--- src/rtl/wb_interconnect_arb.sv ---
// Shared-bus Wishbone interconnect: NUMM masters, NUMS slaves, fixed or round-robin arbitration,
// internal error responder for unmapped addresses and a per-access watchdog.
module wb_interconnect_arb #(
    parameter int unsigned             NUMM      = 2,
    parameter int unsigned             NUMS      = 5,
    parameter logic [NUMS-1:0][31:0]   BASE_ADDR = '0,
    parameter logic [NUMS-1:0][31:0]   SIZE      = {NUMS{32'h10}},
    parameter int unsigned             ARB_MODE  = 1,
    parameter int unsigned             TIMEOUT   = 255
) (
    input  logic                       clk,
    input  logic                       rst,
    // master side
    input  logic [NUMM-1:0]            wbm_cyc,
    input  logic [NUMM-1:0]            wbm_stb,
    input  logic [NUMM-1:0]            wbm_we,
    input  logic [NUMM-1:0][3:0]       wbm_sel,
    input  logic [NUMM-1:0][31:0]      wbm_adr,
    input  logic [NUMM-1:0][31:0]      wbm_dat_m,
    output logic [NUMM-1:0][31:0]      wbm_dat_s,
    output logic [NUMM-1:0]            wbm_ack,
    output logic [NUMM-1:0]            wbm_err,
    // slave side
    output logic [NUMS-1:0]            wbs_cyc,
    output logic [NUMS-1:0]            wbs_stb,
    output logic [NUMS-1:0]            wbs_we,
    output logic [NUMS-1:0][3:0]       wbs_sel,
    output logic [NUMS-1:0][31:0]      wbs_adr,
    output logic [NUMS-1:0][31:0]      wbs_dat_m,
    input  logic [NUMS-1:0][31:0]      wbs_dat_s,
    input  logic [NUMS-1:0]            wbs_ack,
    input  logic [NUMS-1:0]            wbs_err,
    output logic [NUMM-1:0]            gnt_o,
    output logic                       tmo_o
);

    localparam int unsigned MW = (NUMM > 1) ? $clog2(NUMM) : 1;
    localparam int unsigned SW = (NUMS > 1) ? $clog2(NUMS) : 1;
    localparam int unsigned CW = (TIMEOUT > 0) ? $clog2(TIMEOUT + 1) : 1;

    localparam logic [MW-1:0] LAST_M   = MW'(NUMM - 1);
    localparam logic [CW-1:0] CNT_LAST = CW'(TIMEOUT - 1);

    typedef enum logic [0:0] {StIdle, StGrant} state_e;

    state_e            state_q, state_d;
    logic [NUMM-1:0]   gnt_q, gnt_d;
    logic [MW-1:0]     gidx_q, gidx_d;
    logic [MW-1:0]     rr_q, rr_d;
    logic [CW-1:0]     cnt_q, cnt_d;
    logic              tmo_q, tmo_d;
    logic              err_q, err_d;

    logic              in_grant;
    logic              m_cyc, m_stb, m_we;
    logic [3:0]        m_sel;
    logic [31:0]       m_adr, m_dat;

    logic [MW-1:0]     win_idx;
    logic [NUMS-1:0]   hit;
    logic [SW-1:0]     hit_idx;
    logic              nohit;
    logic              slv_act;
    logic              s_ack, s_err;
    logic [31:0]       s_dat;

    assign in_grant = (state_q == StGrant);
    assign m_cyc    = wbm_cyc[gidx_q];
    assign m_stb    = wbm_stb[gidx_q];
    assign m_we     = wbm_we[gidx_q];
    assign m_sel    = wbm_sel[gidx_q];
    assign m_adr    = wbm_adr[gidx_q];
    assign m_dat    = wbm_dat_m[gidx_q];

    // Winner among current requesters; fixed mode scans from 0, RR mode from the pointer.
    always_comb begin
        int unsigned cand;
        logic        found;
        win_idx = '0;
        found   = 1'b0;
        cand    = 0;
        for (int k = 0; k < NUMM; k++) begin
            if (ARB_MODE == 0) begin
                cand = k;
            end else begin
                cand = (int'(rr_q) + k) % NUMM;
            end
            if (!found && wbm_cyc[MW'(cand)]) begin
                found   = 1'b1;
                win_idx = MW'(cand);
            end
        end
    end

    // Address decode; unsigned offset compare excludes wrap-around, lowest index wins.
    always_comb begin
        logic found;
        hit     = '0;
        hit_idx = '0;
        found   = 1'b0;
        for (int j = 0; j < NUMS; j++) begin
            if (!found && ((m_adr - BASE_ADDR[j]) < SIZE[j])) begin
                found   = 1'b1;
                hit[j]  = 1'b1;
                hit_idx = SW'(j);
            end
        end
    end

    assign nohit   = ~|hit;
    // Slave strobe is suppressed during the watchdog err cycle.
    assign slv_act = in_grant & m_cyc & m_stb & ~nohit & ~tmo_q;
    assign s_ack   = wbs_ack[hit_idx] & slv_act;
    assign s_err   = wbs_err[hit_idx] & slv_act;
    assign s_dat   = nohit ? 32'h0 : wbs_dat_s[hit_idx];

    assign err_d   = in_grant & m_cyc & m_stb & nohit & ~err_q;

    always_comb begin
        cnt_d = '0;
        tmo_d = 1'b0;
        if (TIMEOUT != 0 && slv_act && !s_ack && !s_err) begin
            if (cnt_q == CNT_LAST) begin
                tmo_d = 1'b1;
            end else if (cnt_q != '1) begin
                cnt_d = cnt_q + 1'b1;
            end else begin
                cnt_d = cnt_q;
            end
        end
    end

    always_comb begin
        state_d = state_q;
        gnt_d   = gnt_q;
        gidx_d  = gidx_q;
        rr_d    = rr_q;
        unique case (state_q)
            StIdle: begin
                if (|wbm_cyc) begin
                    state_d        = StGrant;
                    gidx_d         = win_idx;
                    gnt_d          = '0;
                    gnt_d[win_idx] = 1'b1;
                end
            end
            StGrant: begin
                if (!m_cyc) begin
                    state_d = StIdle;
                    gnt_d   = '0;
                    rr_d    = (gidx_q == LAST_M) ? '0 : gidx_q + 1'b1;
                end
            end
            default: state_d = StIdle;
        endcase
    end

    always_comb begin
        wbs_cyc   = '0;
        wbs_stb   = '0;
        wbs_we    = '0;
        wbs_sel   = '0;
        wbs_adr   = '0;
        wbs_dat_m = '0;
        if (in_grant) begin
            for (int j = 0; j < NUMS; j++) begin
                wbs_cyc[j]   = m_cyc;
                wbs_stb[j]   = hit[j] & slv_act;
                wbs_we[j]    = m_we;
                wbs_sel[j]   = m_sel;
                wbs_adr[j]   = m_adr;
                wbs_dat_m[j] = m_dat;
            end
        end
    end

    always_comb begin
        wbm_ack   = '0;
        wbm_err   = '0;
        wbm_dat_s = '0;
        for (int i = 0; i < NUMM; i++) begin
            if (in_grant && gidx_q == MW'(i)) begin
                wbm_ack[i]   = s_ack;
                wbm_err[i]   = s_err | err_q | tmo_q;
                wbm_dat_s[i] = s_dat;
            end
        end
    end

    always_ff @(posedge clk or posedge rst) begin
        if (rst) begin
            state_q <= StIdle;
            gnt_q   <= '0;
            gidx_q  <= '0;
            rr_q    <= '0;
            cnt_q   <= '0;
            tmo_q   <= 1'b0;
            err_q   <= 1'b0;
        end else begin
            state_q <= state_d;
            gnt_q   <= gnt_d;
            gidx_q  <= gidx_d;
            rr_q    <= rr_d;
            cnt_q   <= cnt_d;
            tmo_q   <= tmo_d;
            err_q   <= err_d;
        end
    end

    assign gnt_o = gnt_q;
    assign tmo_o = tmo_q;

endmodule

--- config.mk ---
export PLATFORM = sky130hd
export DESIGN_NAME = wb_interconnect_arb
export DESIGN_NICKNAME = d
export VERILOG_FILES = /design/src/rtl/wb_interconnect_arb.sv
export SDC_FILE = /design/constraint.sdc
export NUM_CORES = 1
export LEC_CHECK = 0
export CORE_AREA = 3 3 286 288
export DETAILED_ROUTE_END_ITERATION = 7
export DIE_AREA = 0 0 289 291
export SLEW_MARGIN = 15
export SYNTH_ARGS = -nofsm -noshare
export SYNTH_HDL_FRONTEND = slang
export SYNTH_SLANG_ARGS = --single-unit
--- constraint.sdc ---
create_clock -name clk -period 2.5 [get_ports clk]
set_input_delay 0.375 -clock clk [delete_from_list [all_inputs] [get_ports clk]]
set_output_delay 0.375 -clock clk [all_outputs]
set_load 0.01 [all_outputs]
-- Word-level counts from Yosys, hierarchy flattened
Cells that the tools add are included.
- $add $sub $neg: 3
- magnitude comparators: 7
- equal/unequal tests: 5
- multiplexer cells: 64
- bitwise gates (word level): 20
- reduce and logical (&&, ||, !) cells: 23
- operators with widths (cell ; number):
    $mux 160 ; 2
    $mux 32 ; 8
    $bmux 32 s3 ; 1
    $mux 1 ; 34
    $lt 32x5->1 const B ; 1
    $mux 8 ; 3
    $mux 20 ; 1
    $mux 5 ; 3
    $and 1x1->1 ; 13
    $logic_and 1x1->1 ; 10
    $add 8x1->8 const B ; 1
    $eq 8x8->1 const B ; 1
    $logic_not 1->1 ; 8
    $lt 1x2->1 const B ; 4
    $mux 4 ; 2
    $ne 8x8->1 const B ; 1
    $bmux 1 s3 ; 2
    $mux 2 ; 3
    $mux 3 ; 2
    $reduce_and 2->1 ; 3
    $not 1->1 ; 5
    $reduce_or 5->1 ; 1
    $lt 3x4->1 const B ; 1
    $ne 2x2->1 const B ; 2
    other kinds (8) ; 10
- register bits after elaboration: 15
- bits of input ports: 314
- output and inout port bits: 426
- word-level logic and storage cells: 129

-- Depth between registers and ports, before layout
- depth in word-level cells: 24
- depth in mapped cells: 6

-- Worst setup path before layout
OpenSTA, ideal clock, no wires.
- path type: register to output
- start: register gidx_q
- end: output port wbs_stb[0]
- arrival time: 1.624 ns
- setup slack: 0.501 ns
- cell stages (with the launch flop): 7
- path buffers: 2
- cells stage by stage: dfrtp_1 -> buf_6 -> nor4_4 -> nand4_4 -> and2_4 -> buf_6 -> nor4b_2
- longest elaborated chain between the ends: 21
- elaborated cells between the ends (all ways): 30
- classes of those cells: 1 x order compare; 15 x mux; 5 x bitwise; 9 x reduce/logical
- ends and longest elaborated chain (what ; line ; text):
    start, declared ; 48 ; logic [MW-1:0] gidx_q, gidx_d;
    start signal, assigned ; 202 ; gidx_q <= gidx_d;
    $mux 32 (implied by the code) (2 in series) ; 72 ; assign m_adr = wbm_adr[gidx_q];
    $lt 32x5->1 ; 102 ; if (!found && ((m_adr - BASE_ADDR[j]) < SIZE[j])) begin
    $mux 1 ; 102 ;
    $logic_not 1->1 ; 102 ;
    $logic_and 1x1->1 ; 102 ;
    $mux 1 ; 102 ;
    $logic_not 1->1 ; 102 ;
    $logic_and 1x1->1 ; 102 ;
    [3 not listed] ; - ;
    $mux 1 ; 102 ;
    $logic_not 1->1 ; 102 ;
    $logic_and 1x1->1 ; 102 ;
    $mux 1 ; 102 ;
    $reduce_or 5->1 ; 110 ; assign nohit = ~|hit;
    $and 1x1->1 (2 in series) ; 112 ; assign slv_act = in_grant & m_cyc & m_stb & ~nohit & ~tmo_q;
    $and 1x1->1 (*) ; 168 ; wbs_stb[j] = hit[j] & slv_act;
    $mux 5 (*) ; 165 ; if (in_grant) begin
    end, declared ; 25 ; output logic [NUMS-1:0] wbs_stb,
Mark *: on every way between the ends. The rest lies on a longest branch, timed or not. The select of a mux whose other input is x is not followed.

==> flow_metrics.py <==
metrics = {
    "outcome": {
        "outcome": "complete, but fails checks",
        "violations": "setup timing",
    },
    "power_and_ir_drop": {
        "power.total_mw": 6.806,
        "power_density_nw_per_um2": 588.9,
        "cellLeakagePower_nw": 5.830,
        "ir_drop_uv": 274.6,
    },
    "synth": {
        "async_reset_ff_share_pct": 100.0,
        "ys_types": 43,
        "netlist_area_um2": 4867,
        "yosysMostFrequentCell": "buf_4",
        "ys_ff_latch": 15,
        "synth_top_flop_cell": "dfrtp_1",
        "yosys_warnings": 0,
        "syn_inst": 636,
        "synth_top_cell_area_share_pct": 43.80,
        "yosys-top-cells-count": "284 x buf_4, 78 x nor2_1, 72 x mux2i_1",
        "ys_top_cells_by_area": "buf_4 44%, mux2i_1 15%, and2_1 8.4%",
        "synth-edff-count": 0,
        "synth_seq_area_share_pct": 7.712,
        "avgSynthCellArea_um2": 7.653,
        "yosys.area.top_type": "buf_4",
    },
    "floorplan": {
        "core_um2": 79130,
        "core.rowCount": 103,
        "initial_utilization_pct": 6.151,
        "die_area_um2": 84100,
        "die_w_um": 289,
        "dieHeight_um": 291,
        "io_pins": 740,
    },
    "place": {
        "place.gp.congestion": 0.7621,
        "hpwl_mm": 26.04,
        "portBuffers": 599,
    },
    "timing": {
        "timing.final.ws_setup_ns": -0.3277,
        "skew_ns": 0.002870,
        "drv_slew": 0,
        "finalHoldViolations": 0,
        "setup_violations": 99,
        "fin_crit_sh_pct": 113.1,
        "worstMarginPinSlew_ns": 0.6021,
        "grt_setup_unrepaired": "true",
        "slew-limit-headroom_pct": 59.81,
        "max_freq_ghz": 0.3536,
        "holdWs_ns": 0.5052,
        "period_minus_slack_ns": 2.828,
    },
    "cells_and_area": {
        "seq_area_um2": 379.1,
        "final_nets": 1432,
        "filler_cell_count": 9045,
        "syn_to_final_growth_pct": 137.4,
        "post-route-util_pct": 14.60,
        "multi_input_area_um2": 2576,
        "drive_gt1_share_pct": 47.80,
    },
    "route": {
        "vias": 5862,
        "drc": 0,
        "viasPerCell": 2.705,
        "route.detailed.wl_per_inst_um": 15.06,
        "first_pass_iters": 5,
        "routed_wl_mm": 32.65,
        "drt-initial-drc-count": 104,
        "ant_nets": 0,
    },
    "global_route": {
        "antenna_found_initial": 4,
        "grt_overflow": 0,
        "track_usage_pct": 6.877,
        "first_global_vias": 6064,
        "grt_pass1_wl_mm": 42.26,
        "grt_max_degree": 35,
    },
    "clock_tree": {
        "cts_tree": "done",
        "clk_pin_slew_ns": 0.05,
        "clock-root-buffer": "clkbuf_16",
        "cts_buffers": 3,
        "clk_latency_ns": 0.25,
        "hold_buffers": 0,
        "cts_sinks": 15,
        "cts_max_path_buffers": 2,
        "ctsHtreeMaxLevel": 1,
    },
    "critical_path": {
        "cp-start-kind": "flip-flop",
        "critPathKind": "flip-flop to primary output",
        "cp_max_fo": 4,
        "cp.required_ns": 2.12,
        "crit_path_end_kind": "primary output",
        "arrival_ns": 2.45,
    },
    "job": {
        "maxCapViolations": 0,
    },
    "worst_hold_path": {
        "hp-class": "input port to async pin",
    },
}
## worst paths after layout
kind | slack [ns] | depth (start not counted) | from | to
hold / removal | 0.51 | 2 | rst | gnt_o[0]
setup reg to reg | 0.25 | 9 | gidx_q | cnt_q[0]
hold reg to reg | 0.51 | 2 | err_q | err_q
max in group asynchronous | 1.55 | 2 | rst | gidx_q
setup / recovery | -0.33 | 10 | gidx_q | wbm_dat_s[60]
min in group clk | 0.51 | 2 | err_q | err_q
## cell families (layout without fill, tap and decap cells)
logic type / count (synthesis) / in the layout / synth area share, %
buffers and inverters: 317 / 793 / 47.94
AND/OR/NAND/NOR: 201 / 201 / 24.40
multiplexers: 74 / 74 / 15.27
AO/OA/AOI/OAI: 24 / 24 / 3.728
flip-flops: 15 / 15 / 7.712
adder cells (fa/ha/maj): 2 / 2 / 0.5141
XOR/XNOR: 2 / 2 / 0.3600
other: 1 / 6 / 0.07705
## worst max-delay path: stages, from the launching register on
cell	delay, ns
dfrtp_4	0.46
buf_6	0.11
nor4b_4	0.35
nand4_4	0.15
buf_12	0.17
a211oi_4	0.29
buf_6	0.19
buf_8	0.12
buf_12	0.10
and2_4	0.13
buf_6	0.09
## where the power goes
group          total, mW  switching [mW]  internal, mW
clock              0.313          0.0993         0.214
combinational       6.18            2.97          3.21
sequential         0.313          0.0331         0.280
total               6.81            3.10          3.70
## routing by layer
metal | vias to the layer above | wire (µm) | global-route usage, %
met3 | 14 | 2203 | 1.112
met5 | - | 0 | 0
met1 | 2705 | 12700 | 7.744
met2 | 380 | 17310 | 13.52
li1 | 2763 | - | -
met4 | 0 | 424 | 1.106
## cell type report
| type | count | share of cell area (%) |
|---|---|---|
| Antenna cell | 2 | 0.04331 |
| Clock buffer | 3 | 0.6496 |
| Clock inverter | 1 | 0.04331 |
| Inverter | 7 | 0.2382 |
| Multi-Input combinational cell | 307 | 22.29 |
| Sequential cell | 15 | 3.281 |
| Tap cell | 1050 | 11.37 |
| Timing Repair Buffer | 782 | 62.08 |
## cells in the final DEF, fill, tap and decap left out, drive strengths merged, types with 2 or more instances in the layout
cell type	instances
dlygate4sd2	121
and4b	2
clkdlybuf4s50	188
o21ai	8
conb	4
clkbuf	112
diode	2
nor3	4
nand2	8
buf	280
mux2	2
a21oi	3
a211oi	3
xnor2	2
ha	2
nand3	5
nor4	20
nor4b	3
dlymetal6s2s	44
dfrtp	15
a31oi	3
nand4	8
and3	2
mux2i	72
clkdlybuf4s15	40
clkinv	2
and2	66
inv	6
nor2	78
o2bb2ai	2
## sequential cells by signal, summed over array words and instances (netlist names)
| signal | count |
|---|---|
| gidx_q | 1 |
| cnt_q | 8 |
| err_q | 1 |
| tmo_o | 1 |
| gnt_o | 2 |
| in_grant | 1 |
| rr_q | 1 |
## timing repair
item / 4_1_cts / 5_1_grt
endpoints found under the setup margin: 376 / 228
gates resized for setup: 687 / 510
pin swaps: 71 / 52
setup buffers: 60 / 32
gates cloned: 8 / 3
## through the flow
stage | TNS [ns] | cell area, µm² | worst slack (ns) | cells
final | -16.97 | 11560 | -0.3277 | 2167
after global routing | -34.53 | 11550 | -0.4741 | 2166
after CTS | -27.77 | 11050 | -0.4932 | 2137
after detailed placement | -59.94 | 10620 | -0.9362 | 2066
after global placement | -58.10 | 10620 | -0.9102 | 2066
after floorplan | 0 | 4878 | 0.5008 | 639
(Power assumes the default switching activity.)
